[src/rtl/eth_pkg.sv]
// Shared Ethernet/IPv4/UDP framing constants and types for the UDP transmit path.
package eth_pkg;

  localparam int unsigned eth_ip_udp_header_addr_width = 3;
  localparam int unsigned eth_udp_length_width         = 16;
  localparam int unsigned eth_ipv4_header_length       = 20;
  localparam int unsigned eth_udp_header_length        = 8;
  localparam int unsigned eth_ip_udp_header_words      = 7;
  localparam int unsigned eth_ip_udp_header_bytes      =
    eth_ipv4_header_length + eth_udp_header_length;

  typedef enum logic [1:0] {
    TX_IDLE,
    TX_HEADER,
    TX_PAYLOAD
  } udp_tx_state_e;

  // One byte-wide stream beat.
  typedef struct packed {
    logic [7:0] data;
    logic       last;
  } eth_axis_byte_t;

endpackage

[src/rtl/udp_tx_if.sv]
// Payload-source and MAC-payload stream bundle around the UDP transmit framer.
interface udp_tx_if;
  import eth_pkg::*;

  logic [eth_udp_length_width-1:0] udp_length;
  logic [7:0]                      udp_data;
  logic                            udp_valid;
  logic                            udp_last;
  logic                            udp_ready;

  logic [7:0]                      mac_payload_data;
  logic                            mac_payload_valid;
  logic                            mac_payload_last;
  logic                            mac_payload_ready;

  // Framer side: consumes the UDP payload stream, produces the MAC stream.
  modport slave (
    input  udp_length, udp_data, udp_valid, udp_last,
    output udp_ready,
    output mac_payload_data, mac_payload_valid, mac_payload_last,
    input  mac_payload_ready
  );

  // Environment side: payload source and MAC sink.
  modport master (
    output udp_length, udp_data, udp_valid, udp_last,
    input  udp_ready,
    input  mac_payload_data, mac_payload_valid, mac_payload_last,
    output mac_payload_ready
  );

endinterface

[src/rtl/udp_tx.sv]
// IPv4/UDP transmit framer: emits a 28-byte header template with lengths and IP
// checksum patched in, followed by the payload, as one byte-wide stream frame.
module udp_tx
  import eth_pkg::*;
(
  input  logic                                    clk,
  input  logic                                    rst_n,
  input  logic                                    header_wr_en_i,
  input  logic [eth_ip_udp_header_addr_width-1:0] header_wr_addr_i,
  input  logic [31:0]                             header_wr_data_i,
  udp_tx_if.slave                                 tx_if
);

  localparam int unsigned idx_w = 5;
  localparam int unsigned len_w = eth_udp_length_width;
  localparam int unsigned aw    = eth_ip_udp_header_addr_width;

  localparam logic [idx_w-1:0] last_hdr_idx = idx_w'(eth_ip_udp_header_bytes - 1);
  localparam logic [len_w-1:0] ip_overhead  = len_w'(eth_ip_udp_header_bytes);
  localparam logic [len_w-1:0] udp_overhead = len_w'(eth_udp_header_length);
  localparam logic [aw-1:0]    last_word    = aw'(eth_ip_udp_header_words - 1);

  logic [31:0]     tmpl_q [eth_ip_udp_header_words];
  udp_tx_state_e   state_q;
  logic [len_w-1:0] len_q;
  logic [idx_w-1:0] idx_q;
  eth_axis_byte_t  out_q;
  logic            out_valid_q;

  logic [len_w-1:0] l_ip_d;
  logic [len_w-1:0] l_udp_d;
  logic [15:0]      partial_d;
  logic [15:0]      csum_d;
  logic [31:0]      word_d;
  logic [7:0]       hdr_byte_d;
  logic             load_c;
  logic             accept_c;

  // 16-bit ones-complement add with a single end-around carry.
  function automatic logic [15:0] ones_add(input logic [15:0] a, input logic [15:0] b);
    logic [16:0] sum;
    sum = {1'b0, a} + {1'b0, b};
    return sum[15:0] + 16'(sum[16]);
  endfunction

  // Template register file; deliberately not reset so software setup survives rst_n.
  always_ff @(posedge clk) begin
    if (header_wr_en_i && (header_wr_addr_i <= last_word)) begin
      tmpl_q[header_wr_addr_i] <= header_wr_data_i;
    end
  end

  // Header byte for the current index, with length and checksum fields patched in.
  always_comb begin
    l_ip_d    = len_q + ip_overhead;
    l_udp_d   = len_q + udp_overhead;
    partial_d = {tmpl_q[2][23:16], tmpl_q[2][31:24]};
    csum_d    = ~ones_add(partial_d, 16'(l_ip_d));
    word_d    = tmpl_q[idx_q[4:2]];
    hdr_byte_d = word_d[7:0];
    case (idx_q[1:0])
      2'd0: hdr_byte_d = word_d[7:0];
      2'd1: hdr_byte_d = word_d[15:8];
      2'd2: hdr_byte_d = word_d[23:16];
      2'd3: hdr_byte_d = word_d[31:24];
    endcase
    case (idx_q)
      idx_w'(2):  hdr_byte_d = l_ip_d[15:8];
      idx_w'(3):  hdr_byte_d = l_ip_d[7:0];
      idx_w'(10): hdr_byte_d = csum_d[15:8];
      idx_w'(11): hdr_byte_d = csum_d[7:0];
      idx_w'(24): hdr_byte_d = l_udp_d[15:8];
      idx_w'(25): hdr_byte_d = l_udp_d[7:0];
      default: ;
    endcase
  end

  assign load_c          = !out_valid_q || tx_if.mac_payload_ready;
  assign tx_if.udp_ready = (state_q == TX_PAYLOAD) && load_c;
  assign accept_c        = tx_if.udp_valid && tx_if.udp_ready;

  // Framing FSM; owns the single output register stage.
  always_ff @(posedge clk or negedge rst_n) begin
    if (!rst_n) begin
      state_q     <= TX_IDLE;
      len_q       <= '0;
      idx_q       <= '0;
      out_q       <= '0;
      out_valid_q <= 1'b0;
    end else begin
      case (state_q)
        TX_IDLE: begin
          if (load_c) begin
            out_valid_q <= 1'b0;
            out_q.last  <= 1'b0;
          end
          if (tx_if.udp_valid) begin
            len_q   <= tx_if.udp_length;
            idx_q   <= '0;
            state_q <= TX_HEADER;
          end
        end
        TX_HEADER: begin
          if (load_c) begin
            out_q.data  <= hdr_byte_d;
            out_q.last  <= 1'b0;
            out_valid_q <= 1'b1;
            if (idx_q == last_hdr_idx) begin
              idx_q   <= '0;
              state_q <= TX_PAYLOAD;
            end else begin
              idx_q <= idx_q + idx_w'(1);
            end
          end
        end
        TX_PAYLOAD: begin
          if (accept_c) begin
            out_q.data  <= tx_if.udp_data;
            out_q.last  <= tx_if.udp_last;
            out_valid_q <= 1'b1;
            if (tx_if.udp_last) begin
              state_q <= TX_IDLE;
            end
          end else if (load_c) begin
            out_valid_q <= 1'b0;
            out_q.last  <= 1'b0;
          end
        end
        default: state_q <= TX_IDLE;
      endcase
    end
  end

  assign tx_if.mac_payload_data  = out_q.data;
  assign tx_if.mac_payload_last  = out_q.last;
  assign tx_if.mac_payload_valid = out_valid_q;

endmodule

[src/flat_wrapper.sv]
// flat-port wrapper written by rule: the top's interface ports become plain ports
module udp_tx_flat import eth_pkg::*;
  (clk, rst_n, header_wr_en_i, header_wr_addr_i, header_wr_data_i, tx_if_udp_length, tx_if_udp_data, tx_if_udp_valid, tx_if_udp_last, tx_if_udp_ready, tx_if_mac_payload_data, tx_if_mac_payload_valid, tx_if_mac_payload_last, tx_if_mac_payload_ready);
  udp_tx_if tx_if_i ();
  input  logic clk;
  input  logic rst_n;
  input  logic header_wr_en_i;
  input  logic [eth_ip_udp_header_addr_width-1:0] header_wr_addr_i;
  input  logic [31:0] header_wr_data_i;
  input wire logic [$bits(tx_if_i.udp_length)-1:0] tx_if_udp_length;
  input wire logic [$bits(tx_if_i.udp_data)-1:0] tx_if_udp_data;
  input wire logic [$bits(tx_if_i.udp_valid)-1:0] tx_if_udp_valid;
  input wire logic [$bits(tx_if_i.udp_last)-1:0] tx_if_udp_last;
  output wire logic [$bits(tx_if_i.udp_ready)-1:0] tx_if_udp_ready;
  output wire logic [$bits(tx_if_i.mac_payload_data)-1:0] tx_if_mac_payload_data;
  output wire logic [$bits(tx_if_i.mac_payload_valid)-1:0] tx_if_mac_payload_valid;
  output wire logic [$bits(tx_if_i.mac_payload_last)-1:0] tx_if_mac_payload_last;
  input wire logic [$bits(tx_if_i.mac_payload_ready)-1:0] tx_if_mac_payload_ready;
  assign tx_if_i.udp_length = tx_if_udp_length;
  assign tx_if_i.udp_data = tx_if_udp_data;
  assign tx_if_i.udp_valid = tx_if_udp_valid;
  assign tx_if_i.udp_last = tx_if_udp_last;
  assign tx_if_udp_ready = tx_if_i.udp_ready;
  assign tx_if_mac_payload_data = tx_if_i.mac_payload_data;
  assign tx_if_mac_payload_valid = tx_if_i.mac_payload_valid;
  assign tx_if_mac_payload_last = tx_if_i.mac_payload_last;
  assign tx_if_i.mac_payload_ready = tx_if_mac_payload_ready;
  udp_tx u_core (.clk(clk), .rst_n(rst_n), .header_wr_en_i(header_wr_en_i), .header_wr_addr_i(header_wr_addr_i), .header_wr_data_i(header_wr_data_i), .tx_if(tx_if_i));
endmodule
[config.mk]
export PLATFORM = sky130hd
export DESIGN_NAME = udp_tx_flat
export DESIGN_NICKNAME = d
export VERILOG_FILES = /design/src/rtl/eth_pkg.sv /design/src/rtl/udp_tx_if.sv /design/src/rtl/udp_tx.sv /design/src/flat_wrapper.sv
export SDC_FILE = /design/constraint.sdc
export NUM_CORES = 1
export LEC_CHECK = 0
export ABC_CLOCK_PERIOD_IN_PS = 7910
export CORE_MARGIN = 3
export CORE_UTILIZATION = 53
export CTS_BUF_LIST = sky130_fd_sc_hd__clkbuf_16
export DETAILED_ROUTE_END_ITERATION = 16
export HOLD_SLACK_MARGIN = 0.02
export MAX_ROUTING_LAYER = met4
export PLACE_DENSITY = 0.69
export SLEW_MARGIN = 25
export SYNTH_ARGS = -nofsm -noshare
export SYNTH_HDL_FRONTEND = slang
export SYNTH_SLANG_ARGS = --single-unit
[constraint.sdc]
create_clock -name clk -period 7.91 [get_ports clk]
set_clock_uncertainty 0.1 [all_clocks]
set_input_delay 0.791 -clock clk [delete_from_list [all_inputs] [get_ports clk]]
set_output_delay 0.791 -clock clk [all_outputs]
set_load 0.01 [all_outputs]
==> flow_metrics.tcl <==
set metrics [dict create \
    path_clk_slew_ns 0.06 \
    cts_inserted_buffers 27 \
    crit_buf_inv 1 \
    yosysSeqAreaShare_pct 61.22 \
    end_kind "flip-flop" \
    syn_area_per_cell_sq_um 13.89 \
    pre_cts_slack_ns 2.553 \
    nets 1057 \
    coreArea_sq_um 22780 \
    hold_path_class "reg -> reg" \
    required_ns 8.23 \
    power.internal_mw 3.142 \
    drt_wl_total_um 28430 \
    p_clk_share_pct 24.6 \
    layout_commonest_cell "edfxtp_1" \
    synthesis.area_sq_um 12340 \
    via_count 7728 \
    timing.rr.end "u_core.tx_if.mac_payload_data[1]" \
    grt_overflow 0 \
    insertion_delay_ns 0.55 \
    cp_top_family "compound AO/OA/AOI/OAI gates" \
    cts_root_buf "clkbuf_16" \
    synth_cell_types 77 \
    worstHoldStart "u_core.tx_if.mac_payload_last" \
    switching_share_pct 36.80 \
    layout_min_cycle_time_ns 5.483 \
    dp_hpwl_um 18770 \
    crit_path_start "u_core.len_q[4]" \
    htreeDepth 1 \
    critPathKind "reg -> reg" \
    synthCells 888 \
    synth_flop_cell "edfxtp_1" \
    outcome "finished, final reports clean" \
    min_to "u_core.tx_if.mac_payload_last" \
    routedWlPerCell_um 22.07 \
    min_path_cells 2 \
    area_growth_pct 15.93 \
    track_usage_pct 23.58 \
    hold_viol 0 \
    start_util_pct 54.16 \
    cts.sinks 257 \
    totalPowerFinal_mw 4.971 \
    synthesis.nets 986 \
    path_cells "inv_1 > ha_1 > a21boi_1 > nor2_1 > xor2_1 > ha_1 > a21o_1 > a31oi_2 > o21ai_1 > o311a_1 > o21ai_0 > a21oi_1 > o21ai_0 > nand2b_1 > ha_1 > ha_1 > nor2_1 > a211oi_1 > o21ai_0 > a221o_1 > a21oi_1 > o21ai_1" \
    drv_cap 0 \
    setup_ws_ns 2.427 \
    async_flop_share_pct 12.84 \
    drt-vias-per-instance 6.000 \
    grt_antenna_before_repair 1 \
    worstPathArrival_ns 5.81 \
    reg2reg_depth 22 \
    p_leak_nw 4.800 \
    maxSlewViolCount 0 \
    timing.reg2reg.setup_slack_ns 2.43 \
    die_area_sq_um 25140 \
    antenna_left 0 \
    crit_top_cell "ha_1" \
    cts_tree "yes" \
    synth-edff-count 224 \
    crit_fanout 10 \
    crit_path_max_incr_delay_ns 0.61 \
    synth-seq-cells 257 \
    drive_above_1_share_pct 15.71 \
    fmax_mhz 182.4 \
    post_cts_buffers 0 \
    num_rows 55 \
    die_h_um 158.6 \
    cts_resized 0 \
    pwr-share-comb_pct 39.8 \
    die_w_um 158.6 \
    cts_hold_buf 0 \
    netSwitchingPower_mw 1.829 \
    clockBufferDepth 3 \
    setup_viol 0 \
    firstDrtPassIters 6 \
    drc 0 \
    grt_max_degree 81 \
    slew_headroom_pct 35.12 \
    cp_slowest_cell "a21boi_1" \
    ir_drop_v 0.0002095 \
    gp_congestion 0.9280 \
    grt_pass1_vias 7655 \
    grt_pass1_wl_um 43860 \
    final_cell_mix "224 x edfxtp_1, 81 x o21ai_0, 80 x nand2_1, 75 x clkdlybuf4s50_1, 45 x mux2_2" \
    ios 76 \
    ys_warn_count 0 \
    tightest_slew_ns 0.9731 \
    port-buffer-count 75 \
    finalSetupTns_ns 0 \
    critPathLaunchType "flip-flop" \
    dr.first_iter.drc_count 698 \
    power.density_nw_per_um2 347.6 \
    rsz0062_at_grt "no" \
    r2r_start "u_core.len_q[4]" \
    fillers 1721 \
    share_seq_of_total_power_pct 35.6 \
    finalCritPeriodShare_pct 69.32 \
]
-- state kept, by name, summed over array words and instances (netlist names) --
register / flops
u_core.state_q: 2
u_core.tmpl_q: 224
u_core.tx_if.mac_payload_data: 8
u_core.len_q: 16
u_core.idx_q: 5
u_core.tx_if.mac_payload_valid: 1
u_core.tx_if.mac_payload_last: 1
-- metal layers --
layer	share of wire [%]	vias up	wire (um)	global-route usage, %
met5	0	-	0	-
met4	2.3	0	664	6.186
met3	5.8	45	1651	4.132
met2	48	236	13630	37.11
met1	44	3853	12480	32.30
li1	-	3594	-	-
-- power by group through the flow --
| stage | Clock (mW) | Sequential, mW | Combinational (mW) |
|---|---|---|---|
| global route | 1.30 | 1.79 | 2.16 |
| global placement | 0 | 1.80 | 1.95 |
| finish | 1.22 | 1.77 | 1.98 |
| detailed placement | 0 | 1.80 | 1.95 |
| CTS | 1.25 | 1.77 | 1.96 |
| floorplan | 0 | 1.69 | 1.51 |
-- worst max path at each step --
stage                                       endpoint  cells past startpoint
floorplan           u_core.tx_if.mac_payload_data[1]                     24
global placement    u_core.tx_if.mac_payload_data[1]                     22
detailed placement  u_core.tx_if.mac_payload_data[1]                     22
CTS                 u_core.tx_if.mac_payload_data[1]                     22
global route        u_core.tx_if.mac_payload_data[1]                     22
finish              u_core.tx_if.mac_payload_data[1]                     22
-- worst register-to-register path: stages (launching register included) --
cell	delay, ns
dfrtp_1	0.49
inv_1	0.14
ha_1	0.20
a21boi_1	0.61
nor2_1	0.14
xor2_1	0.29
ha_1	0.38
a21o_1	0.29
a31oi_2	0.29
o21ai_1	0.15
o311a_1	0.39
o21ai_0	0.19
a21oi_1	0.08
o21ai_0	0.16
nand2b_1	0.11
ha_1	0.22
ha_1	0.27
nor2_1	0.04
a211oi_1	0.21
o21ai_0	0.11
a221o_1	0.28
a21oi_1	0.14
o21ai_1	0.09
-- cells in the mapped netlist (4+ instances only) --
library cell    n  share of area (%)
a211oi_1        6               0.37
a21o_1          8               0.49
a21oi_1        19               0.77
a221oi_1        9               0.64
a222oi_1        7               0.57
a31oi_1         4               0.20
and3_1          7               0.35
and3b_1         4               0.28
buf_1           5               0.15
buf_2          10               0.41
clkbuf_1       28               0.85
dfrtp_1        33                6.7
edfxtp_1      224                 55
ha_1           32                3.2
inv_1          21               0.64
mux2_2         45                4.1
mux2i_1        33                2.7
mux4_2         32                5.8
nand2_1        80                2.4
nand2b_1        5               0.25
nand3_1        17               0.69
nand4_1        10               0.51
nor2_1         39                1.2
nor3_1          9               0.37
nor4_1          7               0.35
o211ai_1        4               0.24
o21ai_0        81                3.3
o21ai_1         7               0.28
o22ai_1         4               0.20
or4_1           4               0.24
xnor2_1        17                1.2
xor2_1         19                1.3
-- cell type report --
class	instances	area, sq um	share of cell area, %
antenna	1	2.502	0.01750
timing repair buffer	88	868.3	6.071
clock buffer	27	675.6	4.724
sequential	257	7561	52.86
inverter	21	78.83	0.5511
clock inverter	17	171.4	1.198
tap	313	391.6	2.738
multi-input combinational	564	4553	31.83
-- through the flow --
stage          cells  hold WS [ns]  cell area (sq um)  utilization (%)
6_report        1288        0.3869              14300            62.79
4_1_cts         1287        0.3951              14300            62.78
5_1_grt         1288        0.4244              14300            62.79
3_3_place_gp    1242        0.3690              13430            58.94
3_5_place_dp    1243        0.3817              13450            59.06
2_1_floorplan    888        0.3954              12340                -
-- cell families (layout without fill, tap and decap cells) --
logic type / count (synthesis) / in the layout / synth area share (%)
flip-flops: 257 / 257 / 61.22
AND/OR/NAND/NOR: 207 / 207 / 8.529
AO/OA/AOI/OAI: 178 / 178 / 9.402
multiplexers: 110 / 110 / 12.63
buffers and inverters: 67 / 153 / 2.262
XOR/XNOR: 36 / 36 / 2.556
adder cells (fa/ha/maj): 33 / 33 / 3.408
other: 0 / 1 / 0
Note: power is estimated with default switching activity, not from simulation.
